`src/rtl/seven_seg_scan_driver_if.sv`:
```
// Display-side bus of seven_seg_scan_driver: the value/load/decimal-point inputs
// from the core and the multiplexed segment/anode outputs toward the board.
interface seven_seg_scan_driver_if;
  logic [15:0] disp_value;
  logic        disp_load;
  logic [3:0]  dp_in;
  logic [6:0]  seg;
  logic        dp;
  logic [3:0]  an;
  logic        frame_done;

  modport master (
    output disp_value, disp_load, dp_in,
    input  seg, dp, an, frame_done
  );

  modport slave (
    input  disp_value, disp_load, dp_in,
    output seg, dp, an, frame_done
  );
endinterface

```
`src/rtl/seven_seg_scan_driver.sv`:
```
// Time-multiplexed 4-digit common-anode hex display driver with frame-boundary double buffering.
// Optional macro LEADING_ZERO_BLANK_EN blanks leading zero digits 3..1.
module seven_seg_scan_driver #(
  parameter int REFRESH_DIV = 100000
) (
  input logic                  clk,
  input logic                  reset_n,
  seven_seg_scan_driver_if.slave bus
);

  localparam int CW = $clog2(REFRESH_DIV + 1);
  localparam logic [CW-1:0] LAST = CW'(REFRESH_DIV - 1);

  function automatic logic [6:0] hex_to_seg(input logic [3:0] nib);
    logic [6:0] s;
    case (nib)
      4'h0:    s = 7'h40;
      4'h1:    s = 7'h79;
      4'h2:    s = 7'h24;
      4'h3:    s = 7'h30;
      4'h4:    s = 7'h19;
      4'h5:    s = 7'h12;
      4'h6:    s = 7'h02;
      4'h7:    s = 7'h78;
      4'h8:    s = 7'h00;
      4'h9:    s = 7'h10;
      4'hA:    s = 7'h08;
      4'hB:    s = 7'h03;
      4'hC:    s = 7'h46;
      4'hD:    s = 7'h21;
      4'hE:    s = 7'h06;
      4'hF:    s = 7'h0E;
      default: s = 7'h7F;
    endcase
    return s;
  endfunction

  logic [CW-1:0] div_cnt_r, div_cnt_next;
  logic [1:0]    digit_idx_r, digit_idx_next;
  logic [15:0]   active_r, active_next;
  logic [15:0]   pending_r, pending_next;
  logic          pending_valid_r, pending_valid_next;
  logic [6:0]    seg_r, seg_next;
  logic [3:0]    an_r, an_next;
  logic          dp_r, dp_next;
  logic          frame_done_r, frame_done_next;
  logic          div_wrap;
  logic          boundary;
  logic [3:0]    nibble;
  logic          blank;

  // Scan counters; frame_done is registered one cycle early so it is high during the boundary cycle
  always_comb begin
    div_wrap        = (div_cnt_r == LAST);
    boundary        = div_wrap && (digit_idx_r == 2'd3);
    div_cnt_next    = div_wrap ? {CW{1'b0}} : div_cnt_r + CW'(1);
    digit_idx_next  = div_wrap ? digit_idx_r + 2'd1 : digit_idx_r;
    frame_done_next = (div_cnt_next == LAST) && (digit_idx_next == 2'd3);
  end

  // Double buffer: a load on the boundary cycle bypasses pending straight into active
  always_comb begin
    active_next        = active_r;
    pending_next       = pending_r;
    pending_valid_next = pending_valid_r;
    if (bus.disp_load && boundary) begin
      active_next        = bus.disp_value;
      pending_next       = bus.disp_value;
      pending_valid_next = 1'b0;
    end else if (bus.disp_load) begin
      pending_next       = bus.disp_value;
      pending_valid_next = 1'b1;
    end else if (boundary && pending_valid_r) begin
      active_next        = pending_r;
      pending_valid_next = 1'b0;
    end else begin
      active_next        = active_r;
    end
  end

  // Digit decode from the current scan position
  always_comb begin
    case (digit_idx_r)
      2'd0:    nibble = active_r[3:0];
      2'd1:    nibble = active_r[7:4];
      2'd2:    nibble = active_r[11:8];
      2'd3:    nibble = active_r[15:12];
      default: nibble = 4'h0;
    endcase
`ifdef LEADING_ZERO_BLANK_EN
    case (digit_idx_r)
      2'd1:    blank = (active_r[15:4] == 12'h000);
      2'd2:    blank = (active_r[15:8] == 8'h00);
      2'd3:    blank = (active_r[15:12] == 4'h0);
      default: blank = 1'b0;
    endcase
`else
    blank = 1'b0;
`endif
    seg_next = blank ? 7'h7F : hex_to_seg(nibble);
    an_next  = ~(4'b0001 << digit_idx_r);
    dp_next  = ~bus.dp_in[digit_idx_r];
  end

  // State and registered display outputs
  always_ff @(posedge clk or negedge reset_n) begin
    if (!reset_n) begin
      div_cnt_r       <= {CW{1'b0}};
      digit_idx_r     <= 2'd0;
      active_r        <= 16'h0000;
      pending_r       <= 16'h0000;
      pending_valid_r <= 1'b0;
      seg_r           <= 7'h7F;
      an_r            <= 4'hF;
      dp_r            <= 1'b1;
      frame_done_r    <= 1'b0;
    end else begin
      div_cnt_r       <= div_cnt_next;
      digit_idx_r     <= digit_idx_next;
      active_r        <= active_next;
      pending_r       <= pending_next;
      pending_valid_r <= pending_valid_next;
      seg_r           <= seg_next;
      an_r            <= an_next;
      dp_r            <= dp_next;
      frame_done_r    <= frame_done_next;
    end
  end

  assign bus.seg        = seg_r;
  assign bus.an         = an_r;
  assign bus.dp         = dp_r;
  assign bus.frame_done = frame_done_r;

endmodule

```
`src/flat_wrapper.sv`:
```
// flat-port wrapper written by rule: the top's interface ports become plain ports
module seven_seg_scan_driver_flat 
#(
  parameter int REFRESH_DIV = 100000
)
  (clk, reset_n, bus_disp_value, bus_disp_load, bus_dp_in, bus_seg, bus_dp, bus_an, bus_frame_done);
  seven_seg_scan_driver_if bus_i ();
  input logic clk;
  input logic reset_n;
  input wire logic [$bits(bus_i.disp_value)-1:0] bus_disp_value;
  input wire logic [$bits(bus_i.disp_load)-1:0] bus_disp_load;
  input wire logic [$bits(bus_i.dp_in)-1:0] bus_dp_in;
  output wire logic [$bits(bus_i.seg)-1:0] bus_seg;
  output wire logic [$bits(bus_i.dp)-1:0] bus_dp;
  output wire logic [$bits(bus_i.an)-1:0] bus_an;
  output wire logic [$bits(bus_i.frame_done)-1:0] bus_frame_done;
  assign bus_i.disp_value = bus_disp_value;
  assign bus_i.disp_load = bus_disp_load;
  assign bus_i.dp_in = bus_dp_in;
  assign bus_seg = bus_i.seg;
  assign bus_dp = bus_i.dp;
  assign bus_an = bus_i.an;
  assign bus_frame_done = bus_i.frame_done;
  seven_seg_scan_driver #(.REFRESH_DIV(REFRESH_DIV)) u_core (.clk(clk), .reset_n(reset_n), .bus(bus_i));
endmodule
```
`config.mk`:
```
export PLATFORM = sky130hd
export DESIGN_NAME = seven_seg_scan_driver_flat
export DESIGN_NICKNAME = d
export VERILOG_FILES = /design/src/rtl/seven_seg_scan_driver_if.sv /design/src/rtl/seven_seg_scan_driver.sv /design/src/flat_wrapper.sv
export SDC_FILE = /design/constraint.sdc
export NUM_CORES = 1
export LEC_CHECK = 0
export BUFFER_PORTS_ARGS = -buffer_cell sky130_fd_sc_hd__buf_2
export CAP_MARGIN = 0
export CELL_PAD_IN_SITES_DETAIL_PLACEMENT = 0
export CELL_PAD_IN_SITES_GLOBAL_PLACEMENT = 1
export CORE_ASPECT_RATIO = 1.5
export CORE_MARGIN = 2
export CORE_UTILIZATION = 47
export DETAILED_ROUTE_END_ITERATION = 16
export PLACE_DENSITY_LB_ADDON = 0.12
export SETUP_SLACK_MARGIN = 0.05
export SLEW_MARGIN = 30
export SYNTH_ARGS = -nofsm -noshare
export SYNTH_HDL_FRONTEND = slang
export SYNTH_SLANG_ARGS = --single-unit
```
`constraint.sdc`:
```
create_clock -name clk -period 3 [get_ports clk]
set_input_delay 0.3 -clock clk [delete_from_list [all_inputs] [get_ports clk]]
set_output_delay 0.3 -clock clk [all_outputs]
set_load 0.02 [all_outputs]
```
# ---- After elaboration in Yosys (flattened, before gate mapping)
# Memory sizes are Yosys's and may differ from the RTL's. A register that Yosys moved wholly into a read port is not among the register bits.
# Cells that the tools add are included.
dict set report op_classes {
  add_sub_neg 2
  multipliers 0
  div_mod_pow 0
  n_lt_le_gt_ge 1
  eq_ne 7
  shifts 1
  mux 13
  n_bitwise 2
  n_reduce_logical 10
}
# cell n
set op_table {}
lappend op_table {{$mux 16} 5}
lappend op_table {{$eq 17x17->1 const B} 2}
lappend op_table {{$add 17x1->17 const B} 1}
lappend op_table {{$mux 17} 1}
lappend op_table {{$pmux 4 s4} 1}
lappend op_table {{$eq 2x2->1 const B} 3}
lappend op_table {{$logic_and 1x1->1} 4}
lappend op_table {{$mux 1} 4}
lappend op_table {{$not 4->4} 1}
lappend op_table {{$reduce_bool 2->1} 2}
lappend op_table {{$shl 1x2->4 const A} 1}
lappend op_table {{$lt 2x3->1 const B} 1}
lappend op_table {{$reduce_bool 3->1} 1}
lappend op_table {{$add 2x1->2 const B} 1}
lappend op_table {{$bmux 1 s2} 1}
lappend op_table {{$eq 2x1->1 const B} 1}
lappend op_table {{$logic_not 2->1} 1}
lappend op_table {{$mux 2} 1}
lappend op_table {{$ne 2x1->1 const B} 1}
lappend op_table {{$reduce_and 2->1} 1}
lappend op_table {{$logic_not 1->1} 1}
lappend op_table {{$not 1->1} 1}
dict set report totals {
  regBits 58
  latch_bits 0
  mem_bits_rw 0
  mem_bits_ro 112
  inputBits 23
  wordCells 45
  mem_count 1
}
# name depth width read_ports rd_clocked_by_memory_dff write_ports line
set mem_list {}
lappend mem_list {{(no name shown)} 16 7 1 1 0 seven_seg_scan_driver.sv:16} ;# case (nib)

# ---- Depth between registers and ports, before layout
dict set report depth {
  word_depth 6
  ltp_mapped 10
  depth_no_buf 10
}

# ---- Least setup slack after synthesis
# OpenSTA, ideal clock, no wires.
dict set report synth_path {
  kind {reg2reg}
  from {register u_core.div_cnt_r[0]}
  to {register u_core.active_r[1]}
  arrival_time_ps 2251
  slack_ps 624
  path_stages_with_launch 8
  path_buffers 1
  path_cell_list {dfrtp_1 ha_1 nand4_2 or3_4 nor3_4 nor3b_4 buf_6 mux2_4}
}
dict set report synth_between {
  elab_chain_len 5
  elab_cells_between_ends 8
}
# item line
set synth_rtl {}
lappend synth_rtl {{from (decl)} seven_seg_scan_driver.sv:38} ;# logic [CW-1:0] div_cnt_r, div_cnt_next;
lappend synth_rtl {{from (signal assigned)} seven_seg_scan_driver.sv:108} ;# div_cnt_r <= {CW{1'b0}};
lappend synth_rtl {{from (signal assigned)} seven_seg_scan_driver.sv:118} ;# div_cnt_r <= div_cnt_next;
lappend synth_rtl {{$eq 17x17->1 (*)} seven_seg_scan_driver.sv:54} ;# div_wrap = (div_cnt_r == LAST);
lappend synth_rtl {{$logic_and 1x1->1 (*)} seven_seg_scan_driver.sv:55} ;# boundary = div_wrap && (digit_idx_r == 2'd3);
lappend synth_rtl {{$logic_and 1x1->1 (on tied branches)} {seven_seg_scan_driver.sv:66, seven_seg_scan_driver.sv:73}}
lappend synth_rtl {{$ne 2x1->1 (no source line) / $reduce_bool 2->1 (equally long branches)} n/a}
lappend synth_rtl {{$reduce_and 2->1 (no source line)} n/a}
lappend synth_rtl {{to (signal assigned)} seven_seg_scan_driver.sv:120} ;# active_r <= active_next;
lappend synth_rtl {{to (decl)} seven_seg_scan_driver.sv:40} ;# logic [15:0] active_r, active_next;
# Every way passes the cells marked *; elsewhere a longest branch is shown, timed or not.
# A chain may end at the register's enable or synchronous reset.

# ---- Worst setup path in the final report
dict set report layout_path {
  from {register u_core.digit_idx_r[0]}
  to {register u_core.seg_r[3], in the netlist u_core.bus.seg[3]}
}
dict set report layout_between {
  elab_chain_len 2
  elab_cells_between_ends 5
}
# item line
set layout_rtl {}
lappend layout_rtl {{from (decl)} seven_seg_scan_driver.sv:39} ;# logic [1:0] digit_idx_r, digit_idx_next;
lappend layout_rtl {{from (signal assigned)} seven_seg_scan_driver.sv:119} ;# digit_idx_r <= digit_idx_next;
lappend layout_rtl {{$eq 2x2->1 (tied with other cells)} seven_seg_scan_driver.sv:83} ;# case (digit_idx_r)
lappend layout_rtl {{$pmux 4 s4 (*)} seven_seg_scan_driver.sv:83}
lappend layout_rtl {{to (decl)} seven_seg_scan_driver.sv:43} ;# logic [6:0] seg_r, seg_next;
# Marked as above.

==> flow_summary.ini <==
[layout]
nFillCells = 609
design_area_um2 = 3640
n_antenna_cell = 0
areaGrowthSynthToFinish_pct = 16.0
final-instance-count-excl-fill = 394
nets = 347
regArea_um2 = 1640
final_layout_size_suffix_gt1_share_pct = 32.4
multi_input_area_um2 = 1420

[critical_path]
start_kind = register
crit_type = reg -> reg
critPathRequiredTime_ns = 3.25
critical_path_peak_fanout = 5
rrSetupSlack_ns = 0.48
r2r_end = u_core.bus.seg[3]
r2r_start = u_core.digit_idx_r[0]
crit_path_end_kind = register
reg2reg_depth = 8
cp.arrival_ns = 2.78

[logic_synthesis]
synth_flop_cell = dfrtp_1
ys_types = 43
synthArstFlopShare_pct = 100
avgSynthCellArea_um2 = 11.9
yosysWarnings = 0
seq_area_frac_synth_pct = 52.3
syn_nets = 299
synth_edf_count = 0
synth-seq-cells = 65
synth_area_um2 = 3140
syn_inst = 265

[timing]
slew_headroom_pct = 64.5
fin_worst_skew_ns = 0.00966
finalCritPeriodShare_pct = 84.2
fmax_mhz = 396
finalSetupViolCount = 0
rsz0062_at_grt = false
tns_ns = 0
hold_violations = 0
worst_slew_pin_slew_ns = 0.532
fin_crit_ns = 2.52
drv_slew = 0

[power]
powerDensity_nw_per_um2 = 476
p_seq_share_pct = 52.2
combPwrFrac_pct = 4.7
p_leak_nw = 1.73
intPower_mw = 1.37
switching_share_pct = 21.2
clockPowerShare_pct = 43.1
total_power_mw = 1.73
vdd_drop_max_uv = 302
p_sw_mw = 0.368

[clock_network]
ctsHtreeMaxLevel = 3
cts_setup_buffers = 0
clk_latency_ns = 0.34
cts_tree = yes
cts_root_buffer = clkbuf_8
clk_path_buf_depth = 2
cts_made_buffers = 9
clk_transition_reported_paths_ns = 0.07
cts_sinks = 65

[hold_path]
hold_path.startpoint = bus_disp_value[4]
worstHoldEndpoint = u_core.pending_r[4]
hp-class = in -> reg
hold_depth = 2

[global_routing]
grt_pass1_wl_um = 10600
antenna_found_initial = 0
grt_max_degree = 44
grt_pass1_vias = 2175
grt-ovfl-total = 0
grt.total_usage_pct = 18.4

[route]
ant_nets = 0
via_count = 2151
firstDrtPassIters = 5
drt-total-wl_um = 6190
vias_per_cell = 5.46
drt_first_iter_violations = 152
routedWlPerCell_um = 15.7
drc = 0

[floorplan]
start_util_pct = 48.4
die_h_um = 104
die_w_um = 70.7
num_rows = 36
die_area_um2 = 7370
core-area_um2 = 6490
ios = 36

[flow_run]
cap_viol_max_count = 0

[placement]
hpwl_um = 4460
io_buffers = 35
gp_congestion = 0.805
dpl-instance-area_um2 = 3430
dp.cells = 377

[status]
status = finished clean
-- layout make-up --
cell class	instances	share of cell area, %
Inverter	14	1.44
Multi-Input combinational cell	180	38.9
Clock buffer	13	4.36
Clock inverter	3	1.10
Timing Repair Buffer	43	6.53
Sequential cell	65	45.1
Tap cell	76	2.61
-- metrics by stage --
step	setup WS (ns)	hold WS, ns	utilization, %
2_1_floorplan	0.624	0.00441	-
3_3_place_gp	0.503	0.306	52.9
3_5_place_dp	0.476	0.306	52.9
4_1_cts	0.462	0.198	56.2
5_1_grt	0.244	0.200	56.2
6_report	0.475	0.209	56.2
-- power by group through the flow --
| stage | Combinational (mW) | Clock, mW | Sequential, mW |
|---|---|---|---|
| 2_1_floorplan | 0.0390 | 0 | 0.921 |
| 3_3_place_gp | 0.0815 | 0 | 0.920 |
| 3_5_place_dp | 0.0836 | 0 | 0.921 |
| 4_1_cts | 0.0846 | 0.768 | 0.905 |
| 5_1_grt | 0.0923 | 0.807 | 0.906 |
| 6_report | 0.0813 | 0.748 | 0.905 |
-- layer usage --
| metal | vias up | track usage [%] | share of wire (%) |
|---|---|---|---|
| met3 | 9 | 3.59 | 3.2 |
| met2 | 52 | 32.2 | 55 |
| met4 | 0 | 8.09 | 2.1 |
| li1 | 1038 | - | - |
| met1 | 1052 | 21.6 | 40 |
| met5 | - | 0 | 0 |
-- worst max-delay path, stage by stage, from the launching register on --
cell and delay [ns]:
dfrtp_1 0.47, inv_1 0.15, ha_1 0.29, a22oi_1 0.18, nand2_1 0.08, mux2i_1 0.34
inv_1 0.18, ha_1 0.28, mux4_2 0.46
-- timing repair --
| item | CTS | global route |
|---|---|---|
| setup endpoints to repair | 0 | 0 |
| hold buffers | 1 | 0 |
| resized for setup | 0 | 0 |
| hold endpoints to repair | 17 | 0 |
-- kinds of logic (layout without fill, tap and decap cells) --
group | after synthesis | after routing | synth area share [%]
and+or+nand+nor | 78 | 78 | 13.6
DFF | 65 | 65 | 52.3
muxes | 39 | 39 | 15.1
AOI/OAI and AO/OA | 34 | 34 | 6.97
buffers and inverters | 20 | 73 | 2.63
xor gates and xnor gates | 18 | 18 | 5.02
adders and majority gates | 11 | 11 | 4.38
-- registers in the layout, summed over array words and instances (netlist names) --
signal,count
u_core.bus.an,4
u_core.pending_valid_r,1
u_core.bus.frame_done,1
u_core.bus.seg,7
u_core.active_r,16
u_core.digit_idx_r,2
u_core.bus.dp,1
u_core.pending_r,16
u_core.div_cnt_r,17
-- synthesized netlist by cell type, types with 8 or more instances --
library cell   n  area share (%)
dfrtp_1       53              42
mux2_2        23             8.2
nor2_1        23             2.7
nand2_1       14             1.7
inv_1         13             1.6
dfstp_2       12              10
a21oi_1       11             1.8
ha_1          11             4.4
xnor2_1        9             2.5
xor2_1         9             2.5
mux2i_1        8             2.5
-- layout by cell type, fill, tap and decap left out, types with 3 or more instances in the layout --
master and instances:
or3_1 3, nand2_1 14, xor2_1 9, mux2_4 6, nand4_1 3, mux2i_1 8
nor2_1 23, a31oi_1 4, buf_2 35, xnor2_1 9, o22ai_1 5, dfrtp_1 53
clkbuf_8 11, ha_1 11, dfstp_2 12, nor3_1 7, a222oi_1 3, nand3_1 7
nand2b_1 6, buf_4 7, mux2_2 23, inv_1 13, a21oi_1 11
-- worst max path at each step --
stage	slack, ns	cells after the start	startpoint	to
after floorplan	0.62	7	u_core.div_cnt_r[0]	u_core.active_r[1]
after detailed placement	0.48	8	u_core.digit_idx_r[0]	u_core.bus.seg[3]
after CTS	0.46	8	u_core.digit_idx_r[0]	u_core.bus.seg[3]
after global placement	0.50	8	u_core.digit_idx_r[1]	u_core.bus.seg[3]
after global routing	0.24	8	u_core.digit_idx_r[0]	u_core.bus.seg[3]
final	0.48	8	u_core.digit_idx_r[0]	u_core.bus.seg[3]
(Power assumes the default switching activity.)
